===== config.mk =====
export PLATFORM = sky130hd
export DESIGN_NAME = atm_multi_account_ctrl
export DESIGN_NICKNAME = d
export VERILOG_FILES = /design/src/rtl/atm_multi_account_ctrl.sv
export SDC_FILE = /design/constraint.sdc
export NUM_CORES = 1
export LEC_CHECK = 0
export ABC_CLOCK_PERIOD_IN_PS = 4700
export CAP_MARGIN = 20
export CORE_MARGIN = 2
export CORE_UTILIZATION = 27
export DETAILED_ROUTE_END_ITERATION = 6
export GPL_ROUTABILITY_DRIVEN = 1
export SETUP_SLACK_MARGIN = 0.1
export SYNTH_ARGS = -nofsm -noshare
export SYNTH_HDL_FRONTEND = slang
export SYNTH_SLANG_ARGS = --single-unit

===== constraint.sdc =====
create_clock -name clk -period 4.7 [get_ports clk]
set_input_delay 1.175 -clock clk [delete_from_list [all_inputs] [get_ports clk]]
set_output_delay 1.175 -clock clk [all_outputs]
set_load 0.03 [all_outputs]

===== src/rtl/atm_multi_account_ctrl.sv =====
// Multi-account ATM session controller: card/PIN check, withdraw/deposit
// against per-account balances, retry lockout, inactivity timeout and error codes.
module atm_multi_account_ctrl #(
    parameter int NUM_ACCOUNTS   = 4,
    parameter int ID_WIDTH       = 2,
    parameter int PIN_WIDTH      = 16,
    parameter int AMT_WIDTH      = 14,
    parameter int MAX_TRIES      = 3,
    parameter int OUT_LIMIT      = 7000,
    parameter int INIT_BALANCE   = 3000,
    parameter int TIMEOUT_CYCLES = 1000
) (
    input  logic                              clk,
    input  logic                              rst,
    input  logic                              cancel,
    input  logic                              next,
    input  logic                              mode,
    input  logic [ID_WIDTH-1:0]               card_id,
    input  logic [PIN_WIDTH-1:0]              pin,
    input  logic [AMT_WIDTH-1:0]              amount_in,
    input  logic [NUM_ACCOUNTS*PIN_WIDTH-1:0] account_pins,
    output logic                              success,
    output logic [AMT_WIDTH-1:0]              cash_out,
    output logic [AMT_WIDTH-1:0]              balance_out,
    output logic [2:0]                        err_code,
    output logic [2:0]                        state_display
);

    localparam logic [2:0] S_IDLE       = 3'd0;
    localparam logic [2:0] S_CHECK_PIN  = 3'd1;
    localparam logic [2:0] S_SELECT_AMT = 3'd2;
    localparam logic [2:0] S_VERIFY     = 3'd3;
    localparam logic [2:0] S_DISPENSE   = 3'd4;

    localparam logic [2:0] ERR_NONE     = 3'd0;
    localparam logic [2:0] ERR_PIN      = 3'd1;
    localparam logic [2:0] ERR_AMOUNT   = 3'd2;
    localparam logic [2:0] ERR_FUNDS    = 3'd3;
    localparam logic [2:0] ERR_CARD     = 3'd4;
    localparam logic [2:0] ERR_TIMEOUT  = 3'd5;
    localparam logic [2:0] ERR_OVERFLOW = 3'd6;

    localparam int RETRY_W = $clog2(MAX_TRIES + 1);
    localparam int TO_W    = $clog2(TIMEOUT_CYCLES + 1);

    localparam logic [RETRY_W-1:0]   MAX_TRIES_C = RETRY_W'(MAX_TRIES);
    localparam logic [TO_W-1:0]      TO_LAST     = TO_W'(TIMEOUT_CYCLES - 1);
    localparam logic [AMT_WIDTH-1:0] OUT_LIMIT_C = AMT_WIDTH'(OUT_LIMIT);
    localparam logic [AMT_WIDTH-1:0] INIT_BAL_C  = AMT_WIDTH'(INIT_BALANCE);

    logic [2:0]           state_q, state_d;
    logic                 prev_next_q;
    logic [ID_WIDTH-1:0]  card_q, card_d;
    logic [AMT_WIDTH-1:0] amount_q, amount_d;
    logic                 mode_q, mode_d;
    logic [RETRY_W-1:0]   retry_q, retry_d;
    logic [TO_W-1:0]      timeout_q, timeout_d;
    logic [2:0]           err_q, err_d;
    logic [AMT_WIDTH-1:0] balance_q [NUM_ACCOUNTS];
    logic [NUM_ACCOUNTS-1:0] lock_q;

    logic                 press;
    logic                 card_ok;
    logic                 active;
    logic [AMT_WIDTH-1:0] cur_balance;
    logic [PIN_WIDTH-1:0] cur_pin;
    logic [AMT_WIDTH:0]   dep_sum;
    logic [RETRY_W-1:0]   retry_inc;
    logic                 bal_we;
    logic [AMT_WIDTH-1:0] bal_wdata;
    logic                 lock_set;

    assign press       = next & ~prev_next_q;
    assign card_ok     = (int'(card_id) < NUM_ACCOUNTS) && !lock_q[card_id];
    assign active      = (state_q == S_CHECK_PIN) || (state_q == S_SELECT_AMT) ||
                         (state_q == S_VERIFY);
    assign cur_balance = balance_q[card_q];
    assign cur_pin     = account_pins[card_q*PIN_WIDTH +: PIN_WIDTH];
    // One extra bit so a deposit that would wrap the balance is caught.
    assign dep_sum     = {1'b0, cur_balance} + {1'b0, amount_q};
    assign retry_inc   = retry_q + RETRY_W'(1);

    // NOTE: every signal gets a default first, so no path can infer a latch.
    always_comb begin
        state_d   = state_q;
        card_d    = card_q;
        amount_d  = amount_q;
        mode_d    = mode_q;
        retry_d   = retry_q;
        err_d     = err_q;
        bal_we    = 1'b0;
        bal_wdata = cur_balance;
        lock_set  = 1'b0;

        if (state_q >= S_DISPENSE) begin
            // DISPENSE is a single uninterruptible cycle; illegal codes also recover here.
            state_d = S_IDLE;
        end else if (cancel) begin
            state_d = S_IDLE;
            retry_d = '0;
        end else if (active && !press && (timeout_q == TO_LAST)) begin
            state_d = S_IDLE;
            err_d   = ERR_TIMEOUT;
            retry_d = '0;
        end else if (press) begin
            case (state_q)
                S_IDLE: begin
                    if (card_ok) begin
                        card_d  = card_id;
                        state_d = S_CHECK_PIN;
                        err_d   = ERR_NONE;
                        retry_d = '0;
                    end else begin
                        err_d = ERR_CARD;
                    end
                end
                S_CHECK_PIN: begin
                    if (pin == cur_pin) begin
                        state_d = S_SELECT_AMT;
                        err_d   = ERR_NONE;
                    end else if (retry_inc >= MAX_TRIES_C) begin
                        retry_d  = retry_inc;
                        lock_set = 1'b1;
                        state_d  = S_IDLE;
                        err_d    = ERR_CARD;
                    end else begin
                        retry_d = retry_inc;
                        err_d   = ERR_PIN;
                    end
                end
                S_SELECT_AMT: begin
                    amount_d = amount_in;
                    mode_d   = mode;
                    if ((amount_in == '0) || (amount_in > OUT_LIMIT_C)) begin
                        err_d = ERR_AMOUNT;
                    end else begin
                        state_d = S_VERIFY;
                    end
                end
                S_VERIFY: begin
                    if (!mode_q && (amount_q > cur_balance)) begin
                        state_d = S_IDLE;
                        err_d   = ERR_FUNDS;
                    end else if (mode_q && dep_sum[AMT_WIDTH]) begin
                        state_d = S_IDLE;
                        err_d   = ERR_OVERFLOW;
                    end else begin
                        state_d   = S_DISPENSE;
                        bal_we    = 1'b1;
                        bal_wdata = mode_q ? dep_sum[AMT_WIDTH-1:0] : (cur_balance - amount_q);
                    end
                end
                default: state_d = S_IDLE;
            endcase
        end

        timeout_d = (active && !press && (state_d == state_q)) ? (timeout_q + TO_W'(1)) : '0;
    end

    // NOTE: sequential state uses non-blocking assignments only, so every
    // register samples the values from before this edge.
    always_ff @(posedge clk) begin
        if (rst) begin
            state_q     <= S_IDLE;
            prev_next_q <= 1'b0;
            card_q      <= '0;
            amount_q    <= '0;
            mode_q      <= 1'b0;
            retry_q     <= '0;
            timeout_q   <= '0;
            err_q       <= ERR_NONE;
            lock_q      <= '0;
            // NOTE: the balance array is a small register file that must come
            // out of reset holding the opening balance, so it is reset explicitly.
            for (int k = 0; k < NUM_ACCOUNTS; k++) begin
                balance_q[k] <= INIT_BAL_C;
            end
        end else begin
            state_q     <= state_d;
            prev_next_q <= next;
            card_q      <= card_d;
            amount_q    <= amount_d;
            mode_q      <= mode_d;
            retry_q     <= retry_d;
            timeout_q   <= timeout_d;
            err_q       <= err_d;
            if (bal_we) begin
                balance_q[card_q] <= bal_wdata;
            end
            if (lock_set) begin
                lock_q[card_q] <= 1'b1;
            end
        end
    end

    assign success       = (state_q == S_DISPENSE);
    assign cash_out      = (success && !mode_q) ? amount_q : '0;
    assign balance_out   = cur_balance;
    assign err_code      = err_q;
    assign state_display = state_q;

endmodule

Word level (Yosys, flattened, before mapping)
Memory sizes are Yosys's and may differ from the RTL's. A register that Yosys moved wholly into a read port is not among the register bits.
Cells that the tools add are included.
Word-level totals
  register bits after elaboration: 40
  bits in latches: 0
  RAM bits: 56
  memory bits (read-only): 0
  bits of input ports: 101
  output and inout bits: 35
  word-level logic and storage cells: 128
  memories kept: 1
Memory list
  balance_q: words 4, width 14, rd ports 1, clocked after Yosys merged registers in 1, wr ports 4, line 59  | logic [AMT_WIDTH-1:0] balance_q [NUM_ACCOUNTS];
Cells by class
  $add $sub $neg: 4
  multipliers: 0
  divide/modulo/power cells: 0
  order comparisons: 7
  equality and inequality tests: 11
  shifts and indexed selects: 1
  muxes and demuxes: 63
  bitwise operators: 8
  reduce and logical (&&, ||, !) cells: 24
Operators by type and width (count)
  $mux W14: 10
  $shiftx A64 B7 Y16: 1
  $mux W3: 18
  $pmux W3 S4: 2
  $mux W1: 22
  $eq A16 B16 Y1: 1
  $mux W2: 8
  $add A14 B14 Y15: 1
  $gt A14 B13 Y1 const B: 1
  $gt A14 B14 Y1: 1
  $logic_not A14 Y1: 1
  $reduce_or A14 Y1: 1
  $sub A14 B14 Y14: 1
  $reduce_and A6 Y1: 2
  $add A10 B1 Y10 const B: 1
  $eq A10 B10 Y1 const B: 1
  $reduce_and A5 Y1: 2
  $ne A4 B4 Y1 const B: 2
  $logic_and A1 B1 Y1: 7
  $eq A3 B2 Y1 const B: 2
  $lt A2 B3 Y1 const B: 2
  $not A1 Y1: 6
  $reduce_bool A5 Y1: 1
  $ne A4 B1 Y1 const B: 1
  20 further kinds: 23

Logic depth before layout (Yosys ltp)
  word-level depth: 14
  gate-level depth with buffers: 15
  mapped depth without buffers: 13

Worst setup path before layout
OpenSTA, ideal clock, no wires.
  path type: register to register
  start: register (tool-made name)
  end: memory balance_q[2][0], enable pin
  library setup time: 404 ps
  arrival time: 4664 ps
  required time: 4296 ps
  path slack: -369 ps
  cell stages (with the launch flop): 12
  buffers on the path: 3
  period minus slack after synthesis: 5069 ps
  path through: dfxtp_1 -> clkbuf_1 -> buf_1 -> mux4_2 -> ha_1 -> buf_2 -> or3b_2 -> o2111ai_1 -> a31o_2 -> a21oi_1 -> a2111o_1 -> o21ai_0
RTL lines (line)
  to (decl): 59

==> results.cfg <==
[status]
run_status = finished, final reports clean

[critical_path]
slowest_delay_ns = 0.56
required_ns = 4.75
rrSetupSlack_ns = 0.57
r2r_end = balance_q[0][13]
ff2ff_path_depth = 11
path_common_cell = buf_4
arrival_ns = 4.18
crit_chain = buf_12, mux4_2, ha_1, o21ai_0, a211oi_1, o41a_1, a31oi_2, a2111o_1, buf_4, o21ai_1, buf_4
path_max_fanout = 14
cp-endpoint = balance_q[0][13]
startpoint_type = flop
worstSetupPathType = flop to flop
cp_slowest_cell = mux4_2
crit_path_end_kind = flop

[cts]
clkTransAtPathRegs_ns = 0.07
clk_path_buf_depth = 2
cts_tree = yes
cts_setup_buffers = 0
cts_buffers = 9
htree_levels = 3
postCtsHoldBufs = 0
clock_sinks = 98
clk_latency_ns = 0.35
post_cts_resize_count = 0
root_buffer = clkbuf_16

[power]
p_comb_share_pct = 14.9
p_leak_nw = 2.67
power_switching_mw = 0.498
power_mw = 1.95
clkPwrFrac_pct = 37.6
internal-power_mw = 1.45
seq_power_share_pct = 47.4
switching_share_pct = 25.6
vdd_drop_max_mv = 0.183
power_density_mw_per_mm2 = 233

[finish]
nFillCells = 2376
syn_to_final_growth_pct = 31.2
layout_commonest_cell = clkdlybuf4s50_1
layout-drive-gt1-share_pct = 10.4
final_cell_mix = clkdlybuf4s50_1 (135), nand2_1 (56), edfxtp_1 (56)
nets = 887
antenna_cells = 0
stdcell_count = 1077

[yosys]
syn_nets = 766
synth_ff_type = edfxtp_1
synth_cell_types = 69
synth-seq-cells = 98
synth-async-reset-ratio_pct = 0
syn_inst = 632
yosys_warnings = 0
synth-edff-count = 56
synth_area_mm2 = 0.00638
syn_avg_cell_area_um2 = 10.1
ys_seq_area_share_pct = 39.5

[placement]
gp_congestion = 0.915
portBuffers = 135
placed_cells = 1061
hpwl_um = 14400

[detailed_routing]
drt_iter0_markers = 310
via_count = 5318
drt_wl_total_um = 17900
first_pass_iters = 4
drc = 0
ant_nets = 0
viasPerCell = 4.94
drt-wirelength-per-cell_um = 16.6

[run]
maxCapViolations = 0

[die]
core.rowCount = 56
boundaryPins = 136
dieHeight_um = 158
fp.dieW_um = 158
floorplan.initialDensity_pct = 27.3
core-area_mm2 = 0.0233
dieArea_mm2 = 0.0249

[sta]
tns_ns = 0
fmax_mhz = 242
setup_viol = 0
fin_crit_sh_pct = 87.8
hold_violations = 0
fin_crit_ns = 4.13
rsz0062_at_grt = false
slew_violations = 0
tightest_slew_ns = 0.935
relSlewSlack_pct = 37.6
worst_clock_skew_ns = 0.00808

[global_routing]
antenna_found_initial = 0
first_global_vias = 5217
grt_max_degree = 46
overflow = 0
grt_pass1_wl_um = 28200
grtUsageTotal_pct = 14.7

[hold_path]
hp-class = flop to flop
[through the flow]
stage	util (%)	hold WS [ns]	setup slack, ns	cell area (µm²)
3_5_place_dp	34.6	0.455	0.597	8080
5_1_grt	35.9	0.491	0.271	8370
3_3_place_gp	34.6	0.447	0.517	8060
6_report	35.9	0.474	0.575	8370
2_1_floorplan	-	0.426	0.00257	6380
4_1_cts	35.9	0.478	0.584	8370
[final cells by class]
cell class / instances / area (µm²) / area share [%]
Clock inverter: 7 / 68.8 / 0.822
Tap cell: 319 / 399 / 4.77
Inverter: 41 / 154 / 1.84
Timing Repair Buffer: 150 / 1480 / 17.6
Multi-Input combinational cell: 453 / 3530 / 42.1
Sequential cell: 98 / 2520 / 30.1
Clock buffer: 9 / 225 / 2.69
[critical path: cells and delay by family, from the launching register on]
family,cells,cell delay (ns)
AOI/OAI and AO/OA,6,1.82
adders and majority gates,1,0.44
buffers and inverters,3,0.63
DFF,1,0.36
muxes,1,0.56
[worst min-delay path by stage]
stage | startpoint | end | slack (ns) | cells after the start
6_report | lock_q[1] | lock_q[1] | 0.47 | 2
5_1_grt | lock_q[3] | lock_q[3] | 0.49 | 1
4_1_cts | timeout_q[0] | timeout_q[0] | 0.48 | 1
3_5_place_dp | lock_q[3] | lock_q[3] | 0.46 | 1
3_3_place_gp | timeout_q[0] | timeout_q[0] | 0.45 | 1
2_1_floorplan | timeout_q[0] | timeout_q[0] | 0.43 | 1
[cell families (layout without fill, tap and decap cells)]
logic type / Yosys count / after routing / synth area share (%)
flip-flops: 98 / 98 / 39.5
XOR/XNOR: 33 / 33 / 5.00
adder cells (fa/ha/maj): 33 / 33 / 6.71
buffers and inverters: 81 / 207 / 5.28
AND/OR/NAND/NOR: 223 / 223 / 17.4
AO/OA/AOI/OAI: 127 / 127 / 13.9
multiplexers: 37 / 37 / 12.1
[metal layers]
| layer | part of all wire, % | GRT usage (%) |
|---|---|---|
| met1 | 44 | 19.1 |
| met2 | 47 | 24.9 |
| met3 | 6.8 | 2.98 |
| met4 | 1.7 | 4.16 |
| met5 | 0 | 0 |
[sequential cells by signal, indices dropped and copies added, names as in the netlist, named ones only]
name	flops
balance_q	56
amount_q	14
timeout_q	10
lock_q	4
err_code	3
state_display	3
card_q	2
retry_q	2
mode_q	1
prev_next_q	1
[power by group through the flow]
stage	combinational (mW)	sequential (mW)	clock [mW]
2_1_floorplan	0.154	0.940	0
3_3_place_gp	0.292	0.943	0
3_5_place_dp	0.293	0.943	0
4_1_cts	0.294	0.923	0.748
5_1_grt	0.314	0.925	0.785
6_report	0.291	0.923	0.733
[synthesized netlist by cell type (all sizes together) (3+ instances only)]
| master | count | area share (%) |
|---|---|---|
| nor4 | 6 | 0.82 |
| a221oi | 3 | 0.51 |
| and3 | 9 | 0.88 |
| a21oi | 43 | 3.4 |
| inv | 41 | 2.4 |
| a211oi | 10 | 1.2 |
| a31o | 3 | 0.41 |
| a21o | 4 | 0.47 |
| dfxtp | 42 | 13 |
| nor2b | 8 | 0.78 |
| nand3 | 20 | 1.6 |
| o211ai | 5 | 0.59 |
| a31oi | 7 | 0.78 |
| nor3b | 3 | 0.35 |
| o21ai | 19 | 1.5 |
| a2111oi | 5 | 1.3 |
| mux2i | 5 | 0.78 |
| nand2 | 57 | 3.4 |
| nor3 | 34 | 2.7 |
| nor2 | 53 | 3.2 |
| mux4 | 31 | 11 |
| o21a | 7 | 0.82 |
| ha | 31 | 6.1 |
| clkbuf | 26 | 1.5 |
| xnor2 | 28 | 4.3 |
| buf | 14 | 1.3 |
| or4 | 5 | 0.59 |
| nand2b | 10 | 0.98 |
| edfxtp | 56 | 26 |
| xor2 | 5 | 0.69 |
| nand4 | 7 | 0.88 |
| o31ai | 3 | 0.35 |
Note: power is estimated with default switching activity, not from simulation.
